**config.mk**
```make
export PLATFORM = sky130hd
export DESIGN_NAME = instr_fetch_unit_flat
export DESIGN_NICKNAME = d
export VERILOG_FILES = /design/src/rtl/instr_fetch_unit_if.sv /design/src/rtl/instr_fetch_unit.sv /design/src/flat_wrapper.sv
export SDC_FILE = /design/constraint.sdc
export NUM_CORES = 1
export LEC_CHECK = 0
export BUFFER_PORTS_ARGS = -buffer_cell sky130_fd_sc_hd__buf_2
export CAP_MARGIN = 20
export CORE_MARGIN = 5
export CORE_UTILIZATION = 40
export DETAILED_ROUTE_END_ITERATION = 8
export GPL_TIMING_DRIVEN = 0
export MAX_ROUTING_LAYER = met4
export PLACE_DENSITY = 0.71
export SYNTH_ARGS = -nofsm -noshare
export SYNTH_HDL_FRONTEND = slang
export SYNTH_SLANG_ARGS = --single-unit
export TNS_END_PERCENT = 1
```
**constraint.sdc**
```tcl
create_clock -name Clk -period 1.7 [get_ports Clk]
set_input_delay 0.085 -clock Clk [delete_from_list [all_inputs] [get_ports Clk]]
set_output_delay 0.085 -clock Clk [all_outputs]
set_load 0.1 [all_outputs]
```
**src/rtl/instr_fetch_unit_if.sv**
```systemverilog
// Signal bundle between the fetch sequencer and its PC / memory / decode neighbours.
// master = fetch unit, slave = surrounding datapath.
interface instr_fetch_unit_if;
  logic [15:0] PC;
  logic        fetch_en;
  logic [15:0] mem_rdata;
  logic        mem_ready;
  logic        ir_ack;
  logic [15:0] MAR;
  logic        mem_rd;
  logic [15:0] IR;
  logic        ir_valid;
  logic        LD_PC;
  logic [1:0]  PCMUX;
  logic        fetch_err;
  logic        busy;

  modport master (
    input  PC, fetch_en, mem_rdata, mem_ready, ir_ack,
    output MAR, mem_rd, IR, ir_valid, LD_PC, PCMUX, fetch_err, busy
  );

  modport slave (
    output PC, fetch_en, mem_rdata, mem_ready, ir_ack,
    input  MAR, mem_rd, IR, ir_valid, LD_PC, PCMUX, fetch_err, busy
  );
endinterface

```
**src/rtl/instr_fetch_unit.sv**
```systemverilog
// Fetch sequencer: latches PC into MAR, waits for memory, captures IR, strobes PC+1
// and hands IR to decode over a valid/ack handshake.
//
//  state | meaning
//  IDLE  | no fetch in progress, waiting for fetch_en
//  ADDR  | one cycle, MAR loaded from PC on exit
//  WAIT  | mem_rd asserted, waiting for mem_ready or timeout
//  HOLD  | IR valid, waiting for decode ack
module instr_fetch_unit #(
  parameter int TIMEOUT = 15,
  parameter int CNT_W   = 4
) (
  input  logic                Clk,
  input  logic                Reset,
  instr_fetch_unit_if.master  bus
);

  typedef enum logic [1:0] {IDLE, ADDR, WAIT, HOLD} state_t;

  // Wait timer runs down from TIMEOUT-1; terminal count 0 gives TIMEOUT WAIT cycles.
  localparam logic [CNT_W-1:0] CNT_LOAD = CNT_W'(TIMEOUT - 1);

  state_t           state, state_nxt;
  logic [CNT_W-1:0] cnt, cnt_nxt;
  logic [15:0]      mar, mar_nxt;
  logic [15:0]      ir, ir_nxt;
  logic             ir_valid, ir_valid_nxt;
  logic             fetch_err, fetch_err_nxt;
  logic             mem_rd, ld_pc;

  always_ff @(posedge Clk) begin
    if (Reset) begin
      state     <= IDLE;
      cnt       <= '0;
      mar       <= '0;
      ir        <= '0;
      ir_valid  <= 1'b0;
      fetch_err <= 1'b0;
    end else begin
      state     <= state_nxt;
      cnt       <= cnt_nxt;
      mar       <= mar_nxt;
      ir        <= ir_nxt;
      ir_valid  <= ir_valid_nxt;
      fetch_err <= fetch_err_nxt;
    end
  end

  always_comb begin
    state_nxt     = state;
    cnt_nxt       = cnt;
    mar_nxt       = mar;
    ir_nxt        = ir;
    ir_valid_nxt  = ir_valid;
    fetch_err_nxt = 1'b0;
    mem_rd        = 1'b0;
    ld_pc         = 1'b0;
    case (state)
      IDLE: begin
        if (bus.fetch_en) state_nxt = ADDR;
      end
      ADDR: begin
        mar_nxt   = bus.PC;
        cnt_nxt   = CNT_LOAD;
        state_nxt = WAIT;
      end
      WAIT: begin
        mem_rd = 1'b1;
        if (bus.mem_ready) begin
          ir_nxt       = bus.mem_rdata;
          ld_pc        = 1'b1;
          ir_valid_nxt = 1'b1;
          state_nxt    = HOLD;
        end else if (cnt == '0) begin
          fetch_err_nxt = 1'b1;
          state_nxt     = IDLE;
        end else begin
          cnt_nxt = cnt - 1'b1;
        end
      end
      HOLD: begin
        if (bus.ir_ack) begin
          ir_valid_nxt = 1'b0;
          state_nxt    = bus.fetch_en ? ADDR : IDLE;
        end
      end
      default: state_nxt = IDLE;
    endcase
  end

  assign bus.MAR       = mar;
  assign bus.IR        = ir;
  assign bus.ir_valid  = ir_valid;
  assign bus.fetch_err = fetch_err;
  assign bus.mem_rd    = mem_rd;
  assign bus.LD_PC     = ld_pc;
  assign bus.PCMUX     = 2'b00;
  assign bus.busy      = (state != IDLE);

endmodule
```
**src/flat_wrapper.sv**
```systemverilog
// flat-port wrapper written by rule: the top's interface ports become plain ports
module instr_fetch_unit_flat 
#(
  parameter int TIMEOUT = 15,
  parameter int CNT_W   = 4
)
  (Clk, Reset, bus_PC, bus_fetch_en, bus_mem_rdata, bus_mem_ready, bus_ir_ack, bus_MAR, bus_mem_rd, bus_IR, bus_ir_valid, bus_LD_PC, bus_PCMUX, bus_fetch_err, bus_busy);
  instr_fetch_unit_if bus_i ();
  input  logic Clk;
  input  logic Reset;
  input wire logic [$bits(bus_i.PC)-1:0] bus_PC;
  input wire logic [$bits(bus_i.fetch_en)-1:0] bus_fetch_en;
  input wire logic [$bits(bus_i.mem_rdata)-1:0] bus_mem_rdata;
  input wire logic [$bits(bus_i.mem_ready)-1:0] bus_mem_ready;
  input wire logic [$bits(bus_i.ir_ack)-1:0] bus_ir_ack;
  output wire logic [$bits(bus_i.MAR)-1:0] bus_MAR;
  output wire logic [$bits(bus_i.mem_rd)-1:0] bus_mem_rd;
  output wire logic [$bits(bus_i.IR)-1:0] bus_IR;
  output wire logic [$bits(bus_i.ir_valid)-1:0] bus_ir_valid;
  output wire logic [$bits(bus_i.LD_PC)-1:0] bus_LD_PC;
  output wire logic [$bits(bus_i.PCMUX)-1:0] bus_PCMUX;
  output wire logic [$bits(bus_i.fetch_err)-1:0] bus_fetch_err;
  output wire logic [$bits(bus_i.busy)-1:0] bus_busy;
  assign bus_i.PC = bus_PC;
  assign bus_i.fetch_en = bus_fetch_en;
  assign bus_i.mem_rdata = bus_mem_rdata;
  assign bus_i.mem_ready = bus_mem_ready;
  assign bus_i.ir_ack = bus_ir_ack;
  assign bus_MAR = bus_i.MAR;
  assign bus_mem_rd = bus_i.mem_rd;
  assign bus_IR = bus_i.IR;
  assign bus_ir_valid = bus_i.ir_valid;
  assign bus_LD_PC = bus_i.LD_PC;
  assign bus_PCMUX = bus_i.PCMUX;
  assign bus_fetch_err = bus_i.fetch_err;
  assign bus_busy = bus_i.busy;
  instr_fetch_unit #(.TIMEOUT(TIMEOUT), .CNT_W(CNT_W)) u_core (.Clk(Clk), .Reset(Reset), .bus(bus_i));
endmodule
```
Word level (Yosys, flattened, before mapping)
Index checks and enable logic that the tools add are counted.
{ "word_totals": {"reg_bits": 40, "out_inout_bits": 39, "elab_cells": 43} }
{ "op_classes": {"n_addsub": 1, "eq_ne": 9, "mux": 16, "n_bitwise": 1, "reduce_logical": 10} }
{ "op_table": {"columns": ["cell", "count"], "rows": [
  ["2-bit != test (second input constant)", 5],
  ["3-bit AND reduction", 3],
  ["2-bit 2-to-1 mux", 4],
  ["4-bit 2-to-1 mux", 2],
  ["2-bit one-hot mux with 4 select lines", 1],
  ["4-bit one-hot mux with 2 select lines", 1],
  ["1-bit 2-to-1 mux", 7],
  ["2-bit nonzero test", 3],
  ["2-bit equality test (second input constant)", 2],
  ["4-bit logical NOT", 1],
  ["4-bit by 1-bit subtractor with 4-bit output (second input constant)", 1],
  ["3-bit by 2-bit != test with 1-bit output (second input constant)", 1],
  ["3-bit OR reduction", 1],
  ["2-bit by 1-bit equality test with 1-bit output (second input constant)", 1],
  ["2-bit logical NOT", 1],
  ["1-bit one-hot mux with 2 select lines", 1],
  ["2-bit AND reduction", 1],
  ["1-bit NOT", 1]
]} }

Longest topological paths before layout
{ "depth": {"depth_word": 4, "mapped_depth": 6, "mapped_depth_nobuf": 5} }

Worst setup path before layout
No wires, ideal clock.
{ "synth_path": {"path_type": "register -> register", "start": "register u_core.state[1]", "end": "register u_core.state[1]", "setup_ns": 0.073, "t_arrival_ns": 2.372, "required_time_ns": 1.627, "path_slack_ns": -0.745, "path_stages_with_launch": 5, "path_buffers": 1, "cell_sequence": "dfxtp_1 buf_2 nor2b_1 o21ai_0 a21oi_1"} }
{ "synth_via": {"elab_chain_len": 3, "elab_cells_between_ends": 9} }
{ "synth_rtl": {"columns": ["element", "line_no", "rtl"], "rows": [
  ["start, declared", "instr_fetch_unit.sv:23", "state_t state, state_nxt;"],
  ["start signal, assigned", "instr_fetch_unit.sv:40", "state <= state_nxt;"],
  ["2-bit equality test or 2-bit logical NOT (tied branches)", "instr_fetch_unit.sv:58", "case (state)"],
  ["3-bit by 2-bit != test with 1-bit output (no line) or 2-bit != test (tied branches)", null, null],
  ["3-bit AND reduction (no line)", null, null]
]} }
Several ways; a longest one is shown, not always the timed one.
A chain may end at the register's enable or synchronous reset.

Final worst setup path
{ "layout_path": {"start": "register u_core.cnt[0]", "end": "register u_core.cnt[1]"} }
{ "layout_via": {"elab_chain_len": 4, "elab_cells_between_ends": 7} }
{ "layout_rtl": {"columns": ["element", "line_no", "rtl"], "rows": [
  ["start, declared", "instr_fetch_unit.sv:24", "logic [CNT_W-1:0] cnt, cnt_nxt;"],
  ["start signal, assigned", "instr_fetch_unit.sv:41", "cnt <= cnt_nxt;"],
  ["4-bit by 1-bit subtractor with 4-bit output", "instr_fetch_unit.sv:78", "cnt_nxt = cnt - 1'b1;"],
  ["4-bit 2-to-1 mux", "instr_fetch_unit.sv:74", "end else if (cnt == '0) begin"],
  ["4-bit 2-to-1 mux", "instr_fetch_unit.sv:69", "if (bus.mem_ready) begin"],
  ["4-bit one-hot mux with 2 select lines", "instr_fetch_unit.sv:58", null]
]} }
Several ways; a longest one is shown, not always the timed one. The select of a mux whose other input is x is not followed.

==> metrics.md <==
| Metric | Value |
|---|---|
| Iter 0 DRT Violations | between 40 and 50 |
| Core area | roughly 3700 µm² |
| Yosys reg bits | 40 |
| Mapped cell area | 1540 µm² |
| Largest stage delay, worst path | ~0.36 ns |
| Via count | roughly 1500 |
| Number of synthesized flops with an enable pin | 0 |
| Worst path slowest cell | dfxtp_1 |
| Routed Antenna Nets | 0 |
| # rows | 22 |
| Fin area | between 2000 and 2500 µm² |
| Top delay family on crit path | compound AO/OA/AOI/OAI gates |
| Commonest cells after routing, fill and taps aside | buf_2 (76), nand2_1 (68), dfxtp_1 (40) |
| Crit path max fanout | 7 |
| Slew headroom | about 67% |
| Die area | about 5200 µm² |
| Pwr dens | approximately 1100 nW/µm² |
| WHS | 0.0225 ns |
| WP data required | about 1.9 ns |
| Total Neg Setup Slack | 0 ns |
| Max frequency | roughly 600 MHz |
| CTS buffer count | 5 |
| Final setup viols | 0 |
| All-Layer GR Usage | roughly 15% |
| Cells after synthesis | 195 |
| Status | finished, final reports clean |
| Worst Setup End Kind | flop |
| Worst skew pair latency | approximately 0.29 ns |
| Max IR drop VDD | around 0.53 mV |
| Post-route clock period utilization | a little over nine tenths |
| First-pass GRT wire length | between 6000 and 7000 µm |
| Vias in the first global route | around 1400 |
| DR WL/cell | 11.7 µm |
| Routed WL | 3810 µm |
| Worst Skew | 0.00684 ns |
| Seq/Total Area, Yosys | roughly half |
| H-tree Lvls | 2 |
| Buffer depth of the longest clock path | 2 |
| Initial antenna violation count | 0 |
| Slew Limit Fails | 0 |
| Cell Area, Placed | 1970 µm² |
| Grt ovf | 0 |
| Root Buffer | clkbuf_8 |
| Final Non-Filler Cells | around 330 |
| Hold Path Class | in2reg |
| Yosys cell types | 29 |
| Async SR Flop Fraction | 0% |
| Total clock sinks | 40 |
| Place WS | 0.0164 ns |
| Placed cells | between 300 and 400 |
| PortBufs | between 70 and 80 |
| Post-DP HPWL | around 2800 µm |
| Placer congestion estimate | 0.713 |
| Final worst slack | about 0.049 ns |
| RSZ-0062 raised after global routing | yes |
| First-pass DRT Iterations | 4 |
| Final Hold Fails | 0 |
| Crit-path cells | inv_2, ha_4, or3b_1, buf_2, a22o_1, a211oi_2 |
| Net count, final | around 320 |
| Clock transition at path regs | roughly 0.08 ns |
| Data arrival time of the worst path | roughly 1.9 ns |
| Leakage | roughly 0.95 nW |
| Die width | 72.1 µm |
| CP Launch Type | flop |
| Initial Util | about two fifths |
| Die Span Y | ~72 µm |
| Worst-Margin Slew | 0.502 ns |
| IO Pins | 76 |
| Leading cell type in the layout, fill and taps excluded | buf_2 |
| Largest net degree at the start of global routing | 13 |
| Number of max-cap violations | 0 |
| Critical path buffers and inverters | 2 |
| Minimum clock period | 1.65 ns |
| R2R Setup Slk | slightly below 0.05 ns |
| Area Growth Syn to Fin | 36.8% |
| Share of layout cells above drive strength 1 | 33.8% |
| Via/cell ratio | about 4.7 |
| CTS tree | done |
| Mean post-synth cell area | 7.91 µm² |
| Most used flip-flop cell after synthesis | dfxtp_1 |
| Crit Path Class | reg2reg |
| Antenna fix cells | 0 |
| Yosys warnings | 0 |
| DRC viols | 0 |
==> worst paths after layout <==
check / endpoint / cells past startpoint / startpoint
max reg2reg: u_core.cnt[1] / 6 / u_core.cnt[0]
max: u_core.cnt[1] / 6 / u_core.cnt[0]
min: u_core.bus.IR[12] / 3 / bus_mem_rdata[12]
min reg2reg: u_core.bus.MAR[10] / 2 / u_core.bus.MAR[10]
==> cell usage after synthesis, types with 3 or more instances <==
| cell | n | share of area, % |
|---|---|---|
| inv_1 | 4 | 0.97 |
| nor2b_1 | 3 | 1.2 |
| dfxtp_1 | 40 | 52 |
| buf_2 | 6 | 1.9 |
| clkbuf_1 | 7 | 1.7 |
| nand2_1 | 68 | 17 |
| o21ai_0 | 3 | 0.97 |
| a31oi_1 | 3 | 1.2 |
| a21oi_1 | 35 | 11 |
==> routing by layer <==
| metal | up-vias | global-route usage, % | share of wire, % |
|---|---|---|---|
| met5 | - | - | 0 |
| met4 | 0 | 5.01 | 1.3 |
| met3 | 7 | 6.93 | 12 |
| met2 | 63 | 23.1 | 44 |
| met1 | 656 | 18.5 | 43 |
| li1 | 805 | - | - |
==> metrics by stage <==
stage | total power (W) | utilization, %
6_report | 0.00233 | 57.2
4_1_cts | 0.00235 | 56.8
2_1_floorplan | 0.00157 | -
3_3_place_gp | 0.00169 | 53.5
5_1_grt | 0.00245 | 57.2
3_5_place_dp | 0.00170 | 53.5
==> worst reg2reg max path, stage by stage, from the launching register on <==
cell,delay (ns)
dfxtp_1,0.36
inv_2,0.11
ha_4,0.15
or3b_1,0.34
buf_2,0.17
a22o_1,0.22
a211oi_2,0.22
==> registers in the layout, summed over array words and instances (netlist names) <==
| signal | count |
|---|---|
| u_core.bus.IR | 16 |
| u_core.bus.MAR | 16 |
| u_core.bus.fetch_err | 1 |
| u_core.bus.ir_valid | 1 |
| u_core.cnt | 4 |
| u_core.state | 2 |
==> repair_timing <==
action	in CTS	in global routing
setup endpoints to repair	2	3
hold buffers	1	0
resized for setup	4	4
pin swaps	1	0
setup buffers	1	0
hold endpoints to repair	1	0
==> logic make-up (layout without fill, tap and decap cells) <==
family	after synthesis	after routing	share of synthesized area [%]
AOI/OAI and AO/OA	49	49	18.2
other	1	2	0.243
and+or+nand+nor	84	84	23.0
buffers and inverters	20	102	5.84
adders and majority gates	1	1	0.811
DFF	40	40	51.9
==> where the power goes <==
group	switching, W	internal [W]	total (W)
Clock	0.000315	0.000329	0.000644
Sequential	0.0000319	0.000989	0.00102
Combinational	0.000515	0.000152	0.000667
==> final cells by class <==
type,instances,area (µm²)
Tap cell,48,60.1
Buffer,15,71.3
Clock inverter,1,7.51
Clock buffer,7,86.3
Multi-Input combinational cell,136,676
Fill cell,371,1580
Timing Repair Buffer,74,390
Sequential cell,40,801
Inverter,5,18.8
Note: power is estimated with default switching activity, not from simulation.
